### src/rtl/signed_addsub_pkg.sv
// Shared types and constants for the signed add/sub block with overflow
// classification.
package signed_addsub_pkg;

    // Overflow classification of one add/sub beat.
    typedef enum logic [1:0] {
        OVF_NONE = 2'd0,
        OVF_POS  = 2'd1,
        OVF_NEG  = 2'd2
    } ovf_kind_e;

    // Largest positive two's-complement value for a w-bit word (0111..1).
    // Returned in 64 bits so callers can cast down to their own width.
    function automatic logic [63:0] max_pos(input int w);
        return (64'd1 << (w - 1)) - 64'd1;
    endfunction

    // Most negative two's-complement value for a w-bit word (1000..0),
    // as a w-bit pattern zero-extended to 64 bits.
    function automatic logic [63:0] min_neg(input int w);
        return 64'd1 << (w - 1);
    endfunction

endpackage

### src/rtl/signed_ovf_detect.sv
// Combinational signed add/sub with overflow classification.
// Both operands are sign-extended by one bit, so the top two bits of the
// extended sum disagree exactly when the true result does not fit in WIDTH
// bits. That holds for subtraction of the most negative value as well,
// which a plain operand-sign rule for addition would get wrong.
module signed_ovf_detect
    import signed_addsub_pkg::*;
#(
    parameter int WIDTH = 8
) (
    input  logic [WIDTH-1:0] a,
    input  logic [WIDTH-1:0] b,
    input  logic             sub,
    output logic [WIDTH-1:0] wrap_sum,
    output ovf_kind_e        kind
);

    logic [WIDTH:0] a_ext;
    logic [WIDTH:0] b_ext;
    logic [WIDTH:0] full;

    assign a_ext = {a[WIDTH-1], a};
    assign b_ext = {b[WIDTH-1], b};

    // Extended-width add or subtract, then classify from the top two bits.
    always_comb begin
        full = sub ? (a_ext - b_ext) : (a_ext + b_ext);
        kind = OVF_NONE;
        if (!full[WIDTH] && full[WIDTH-1]) begin
            kind = OVF_POS;
        end else if (full[WIDTH] && !full[WIDTH-1]) begin
            kind = OVF_NEG;
        end
    end

    assign wrap_sum = full[WIDTH-1:0];

endmodule

### src/rtl/signed_addsub_ovf.sv
// Registered signed adder/subtractor with overflow flags, optional
// saturation, a sticky overflow flag and a saturating overflow counter.
// A single output register gives one-cycle latency and full throughput
// under a valid/ready handshake on both sides.
module signed_addsub_ovf
    import signed_addsub_pkg::*;
#(
    parameter int WIDTH = 8,
    parameter int CNT_W = 4
) (
    input  logic             clk,
    input  logic             rst_n,
    input  logic             in_valid,
    output logic             in_ready,
    input  logic [WIDTH-1:0] a,
    input  logic [WIDTH-1:0] b,
    input  logic             sub,
    input  logic             sat_en,
    output logic             out_valid,
    input  logic             out_ready,
    output logic [WIDTH-1:0] result,
    output logic             valid,
    output logic             ovf_pos,
    output logic             ovf_neg,
    output logic             sticky_ovf,
    output logic [CNT_W-1:0] ovf_count,
    input  logic             clr
);

    localparam logic [WIDTH-1:0] MAX_POS = WIDTH'(max_pos(WIDTH));
    localparam logic [WIDTH-1:0] MIN_NEG = WIDTH'(min_neg(WIDTH));
    localparam logic [CNT_W-1:0] CNT_MAX = '1;

    // Arithmetic on the incoming beat
    logic [WIDTH-1:0] wrap_sum;
    ovf_kind_e        kind;

    signed_ovf_detect #(
        .WIDTH (WIDTH)
    ) u_detect (
        .a        (a),
        .b        (b),
        .sub      (sub),
        .wrap_sum (wrap_sum),
        .kind     (kind)
    );

    // Output register (out_valid_q is the only occupancy state) and status
    logic             out_valid_q, out_valid_d;
    logic [WIDTH-1:0] result_q,    result_d;
    logic             valid_q,     valid_d;
    logic             ovf_pos_q,   ovf_pos_d;
    logic             ovf_neg_q,   ovf_neg_d;
    logic             sticky_q,    sticky_d;
    logic [CNT_W-1:0] cnt_q,       cnt_d;

    logic             accept;
    logic             beat_ovf;
    logic [WIDTH-1:0] sel_result;

    // A new beat may enter whenever the register is empty or being drained.
    assign in_ready = ~out_valid_q | out_ready;
    assign accept   = in_valid & in_ready;
    assign beat_ovf = (kind != OVF_NONE);

    // Saturation mux: clamp only when saturation is requested and the
    // beat actually overflowed; otherwise pass the wrapped sum.
    always_comb begin
        sel_result = wrap_sum;
        if (sat_en) begin
            case (kind)
                OVF_POS: sel_result = MAX_POS;
                OVF_NEG: sel_result = MIN_NEG;
                default: sel_result = wrap_sum;
            endcase
        end
    end

    // Next-state for the data register: load on accept, otherwise hold.
    // Occupancy drops only when the consumer takes the beat and nothing
    // new arrives in the same cycle.
    always_comb begin
        out_valid_d = out_valid_q;
        result_d    = result_q;
        valid_d     = valid_q;
        ovf_pos_d   = ovf_pos_q;
        ovf_neg_d   = ovf_neg_q;
        if (accept) begin
            out_valid_d = 1'b1;
            result_d    = sel_result;
            valid_d     = ~beat_ovf;
            ovf_pos_d   = (kind == OVF_POS);
            ovf_neg_d   = (kind == OVF_NEG);
        end else if (out_ready) begin
            out_valid_d = 1'b0;
        end
    end

    // Next-state for status: clear first, then let an overflowed accept
    // in the same cycle count, so clr never hides a coincident event.
    always_comb begin
        sticky_d = sticky_q;
        cnt_d    = cnt_q;
        if (clr) begin
            sticky_d = 1'b0;
            cnt_d    = '0;
        end
        if (accept && beat_ovf) begin
            sticky_d = 1'b1;
            if (cnt_d != CNT_MAX) begin
                cnt_d = cnt_d + 1'b1;
            end
        end
    end

    // State registers; reset discards any pending beat.
    always_ff @(posedge clk or negedge rst_n) begin
        if (!rst_n) begin
            out_valid_q <= 1'b0;
            result_q    <= '0;
            valid_q     <= 1'b1;
            ovf_pos_q   <= 1'b0;
            ovf_neg_q   <= 1'b0;
            sticky_q    <= 1'b0;
            cnt_q       <= '0;
        end else begin
            out_valid_q <= out_valid_d;
            result_q    <= result_d;
            valid_q     <= valid_d;
            ovf_pos_q   <= ovf_pos_d;
            ovf_neg_q   <= ovf_neg_d;
            sticky_q    <= sticky_d;
            cnt_q       <= cnt_d;
        end
    end

    assign out_valid  = out_valid_q;
    assign result     = result_q;
    assign valid      = valid_q;
    assign ovf_pos    = ovf_pos_q;
    assign ovf_neg    = ovf_neg_q;
    assign sticky_ovf = sticky_q;
    assign ovf_count  = cnt_q;

endmodule
### config.mk
export PLATFORM = sky130hd
export DESIGN_NAME = signed_addsub_ovf
export DESIGN_NICKNAME = d
export VERILOG_FILES = /design/src/rtl/signed_addsub_pkg.sv /design/src/rtl/signed_ovf_detect.sv /design/src/rtl/signed_addsub_ovf.sv
export SDC_FILE = /design/constraint.sdc
export NUM_CORES = 1
export LEC_CHECK = 0
export BUFFER_PORTS_ARGS = -buffer_cell sky130_fd_sc_hd__clkbuf_2
export CAP_MARGIN = 40
export CORE_ASPECT_RATIO = 1.75
export CORE_MARGIN = 2
export CORE_UTILIZATION = 45
export CTS_CLUSTER_SIZE = 25
export DETAILED_ROUTE_END_ITERATION = 16
export GPL_ROUTABILITY_DRIVEN = 0
export PLACE_DENSITY = 0.71
export SYNTH_ARGS = -nofsm -noshare
export SYNTH_HDL_FRONTEND = slang
export SYNTH_SLANG_ARGS = --single-unit
### constraint.sdc
create_clock -name clk -period 2.05 [get_ports clk]
set_input_delay 0.1025 -clock clk [delete_from_list [all_inputs] [get_ports clk]]
set_output_delay 0.1025 -clock clk [all_outputs]
set_load 0.01 [all_outputs]
==> reports/results.tsv <==
stage	metric	value	unit
placed_design	io_buffers	40	
clock_tree	cts_sinks	17	
layout	syn2layout_area_growth	62.2	%
timing	clock_skew	0.00634	ns
synth	yosysTopAreaCellShare	29.5	%
worst_setup_path	crit_path_end_kind	register	
power_and_ir_drop	power_density	851	nW/um2
worst_setup_path	worst_r2r_startpoint	ovf_count[0]	
timing	min_period	2.75	ns
synth	synth_top_family_by_area	simple AND/OR/NAND/NOR gates	
global_routing	antenna_found_initial	0	
synth	synth.cell_area	1360	um2
clock_tree	cts_buffer_depth	2	
synth	syn_area_per_cell	9.18	um2
drt	drtIter0Drc	19	
timing	setup_ws	-0.705	ns
synth	synth_fa_ha_area_share	12.5	%
clock_tree	clk_latency	0.25	ns
synth	ys_types	43	
worst_hold_path	hp-class	input port to register	
die	die-area	3490	um2
synth	synth.most_common_cell	dfrtp_1	
synth	synthSimpleGateAreaFrac	21.3	%
drt	num_vias	1464	
timing	worst_pin_slew	0.442	ns
power_and_ir_drop	leakage	0.00107	uW
worst_setup_path	critPathLaunchType	input port	
timing	fin_crit_sh	134	%
worst_hold_path	holdPathStages	2	
timing	fmax	0.363	GHz
clock_tree	root_buffer	clkbuf_8	
synth	syn_nets	184	
global_routing	grt_overflow	0	
synth	synth_seq_area_share	31.4	%
die	die_h	76.7	um
global_routing	grt_first_pass_wirelength	6600	um
timing	drv_slew	0	
placed_design	place_ws	-1.10	ns
clock_tree	cts_buffers	3	
drt	dr.pass1.iters	4	
timing	hold_viol	0	
synth	synth-xor-area-share	9.02	%
placed_design	placedCellCount	249	
timing	slew_headroom	70.5	%
die	io_pins	41	
outcome	violations	negative setup slack	
worst_hold_path	hp-start	in_valid	
job	drv_cap	0	
synth	synth_compound_area_share	16.9	%
die	coreArea	2900	um2
layout	post-route-util	76.1	%
clock_tree	clk_pin_slew	0.07	ns
drt	wire_per_inst	15.7	um
global_routing	grt_max_degree	18	
global_routing	track_usage	25.0	%
synth	ys_seq_elements	17	
timing	rsz0062_at_grt	yes	
worst_setup_path	criticalPathCategory	input port to register	
synth	synthFlopType	dfrtp_1	
global_routing	grt_pass1_vias	1569	
layout	diodes	0	
layout	drive_above_1_share	54.0	%
synth	synthTopCellsByArea	dfrtp_1 29%, ha_1 11%, xnor2_1 6.4%	
drt	viasPerCell	5.57	
synth	syn_inst	148	
die	fp-row-count	26	
worst_setup_path	reg2regPathDepth	4	
power_and_ir_drop	ir_drop	0.648	mV
worst_setup_path	cp_max_fo	6	
drt	wl	4140	um
synth	synth_async_sr_flop_share	100	%
timing	fin_tns_setup	-8.80	ns
synth	yosysTopAreaCell	dfrtp_1	
synth	synth-edff-count	0	
drt	ant_nets	0	
drt	drc	0	
worst_setup_path	r2r-end	ovf_count[1]	
synth	synthTopCellsByCount	16 x dfrtp_1, 12 x ha_1	
timing	setup_viol	16	
worst_hold_path	holdPathEnd	out_valid	
layout	nets	272	
die	die_x	45.5	um
die	start_util	46.9	%
worst_setup_path	arrival	2.91	ns
synth	muxShareOfSynthArea	6.26	%
clock_tree	cts_tree	done	
synth	synth_warnings	0	
clock_tree	htreeDepth	1	
worst_setup_path	required	2.20	ns
layout	fin_cells	263	
outcome	status	complete, but fails checks	
placed_design	hpwl	3030	um
worst_setup_path	rrSetupSlack	0.45	ns
-- per-stage QoR --
step | total power [uW] | area (um2) | hold WS (ns)
final | 1880 | 2200 | 0.0988
after global routing | 2000 | 2200 | 0.107
after CTS | 1810 | 2140 | 0.104
after detailed placement | 1410 | 1900 | 0.0559
after global placement | 1370 | 1900 | 0.0449
after floorplan | 989 | 1410 | -0.193
-- placed cells by master (no fill, tap or decap), types with 4 or more instances in the layout --
cell       n
a21oi_1    4
a21oi_2    6
buf_4     42
buf_6      5
clkbuf_2  36
dfrtp_1   16
ha_1       8
nand2_1    9
nand2b_1   4
nor2_1     7
nor2b_1    4
o21ai_0    4
o21ai_1    6
xnor2_1    8
xor2_1     4
-- logic make-up (layout without fill, tap and decap cells) --
| group | count (synthesis) | count (layout) |
|---|---|---|
| buffers and inverters | 9 | 96 |
| AOI/OAI and AO/OA | 37 | 37 |
| xor gates and xnor gates | 14 | 14 |
| and+or+nand+nor | 50 | 50 |
| adders and majority gates | 13 | 13 |
| muxes | 8 | 8 |
| DFF | 17 | 17 |
-- per-layer routing --
| metal | routed length (um) | global-route usage (%) | share of wire [%] | vias to the layer above |
|---|---|---|---|---|
| li1 | - | - | - | 708 |
| met1 | 1530 | 25.2 | 37 | 703 |
| met2 | 2370 | 46.9 | 57 | 42 |
| met3 | 120 | 2.12 | 2.9 | 11 |
| met4 | 122 | 11.5 | 2.9 | 0 |
| met5 | 0 | 0 | 0 | - |
-- area by class of cell --
cell class	count	area (um2)
multi-input combinational	122	1060
fill	210	692
timing repair buffer	86	602
sequential	17	427
clock buffer	4	45.0
tap	28	35.0
inverter	6	30.0
-- flip-flops by register name, indices dropped and copies added (netlist names) --
signal and count:
ovf_pos 1, result 8, out_valid 1, valid 1, ovf_count 4, ovf_neg 1, sticky_ovf 1
-- report_power, final --
part / internal, uW / total [uW] / switching [uW]
clock: 138 / 249 / 111
sequential: 458 / 534 / 75.3
combinational: 578 / 1090 / 515
-- worst max-delay path by stage --
stage	start	slack, ns	depth (start not counted)	to
global route	b[4]	-0.83	12	ovf_count[1]
finish	b[4]	-0.70	15	result[5]
detailed placement	b[1]	-1.10	16	result[5]
CTS	b[4]	-0.65	12	ovf_count[1]
floorplan	b[4]	-0.78	11	ovf_count[1]
global placement	b[1]	-0.92	12	ovf_count[1]
-- repair_timing --
action	CTS	global route
setup buffers	38	6
hold buffers	1	0
hold endpoints to repair	16	0
pin swaps	18	5
gates resized for setup	28	24
setup endpoints to repair	16	16
-- critical path: stages --
cell	delay (ns)
buf_8	0.11
nor4_4	0.32
a21oi_2	0.10
xnor2_1	0.13
ha_2	0.19
or3_4	0.33
o21bai_1	0.17
a31oi_1	0.19
xor2_1	0.25
ha_1	0.32
nor2b_2	0.19
and2_4	0.21
nor2b_4	0.17
a21oi_2	0.05
o31ai_1	0.07
(Power assumes the default switching activity.)
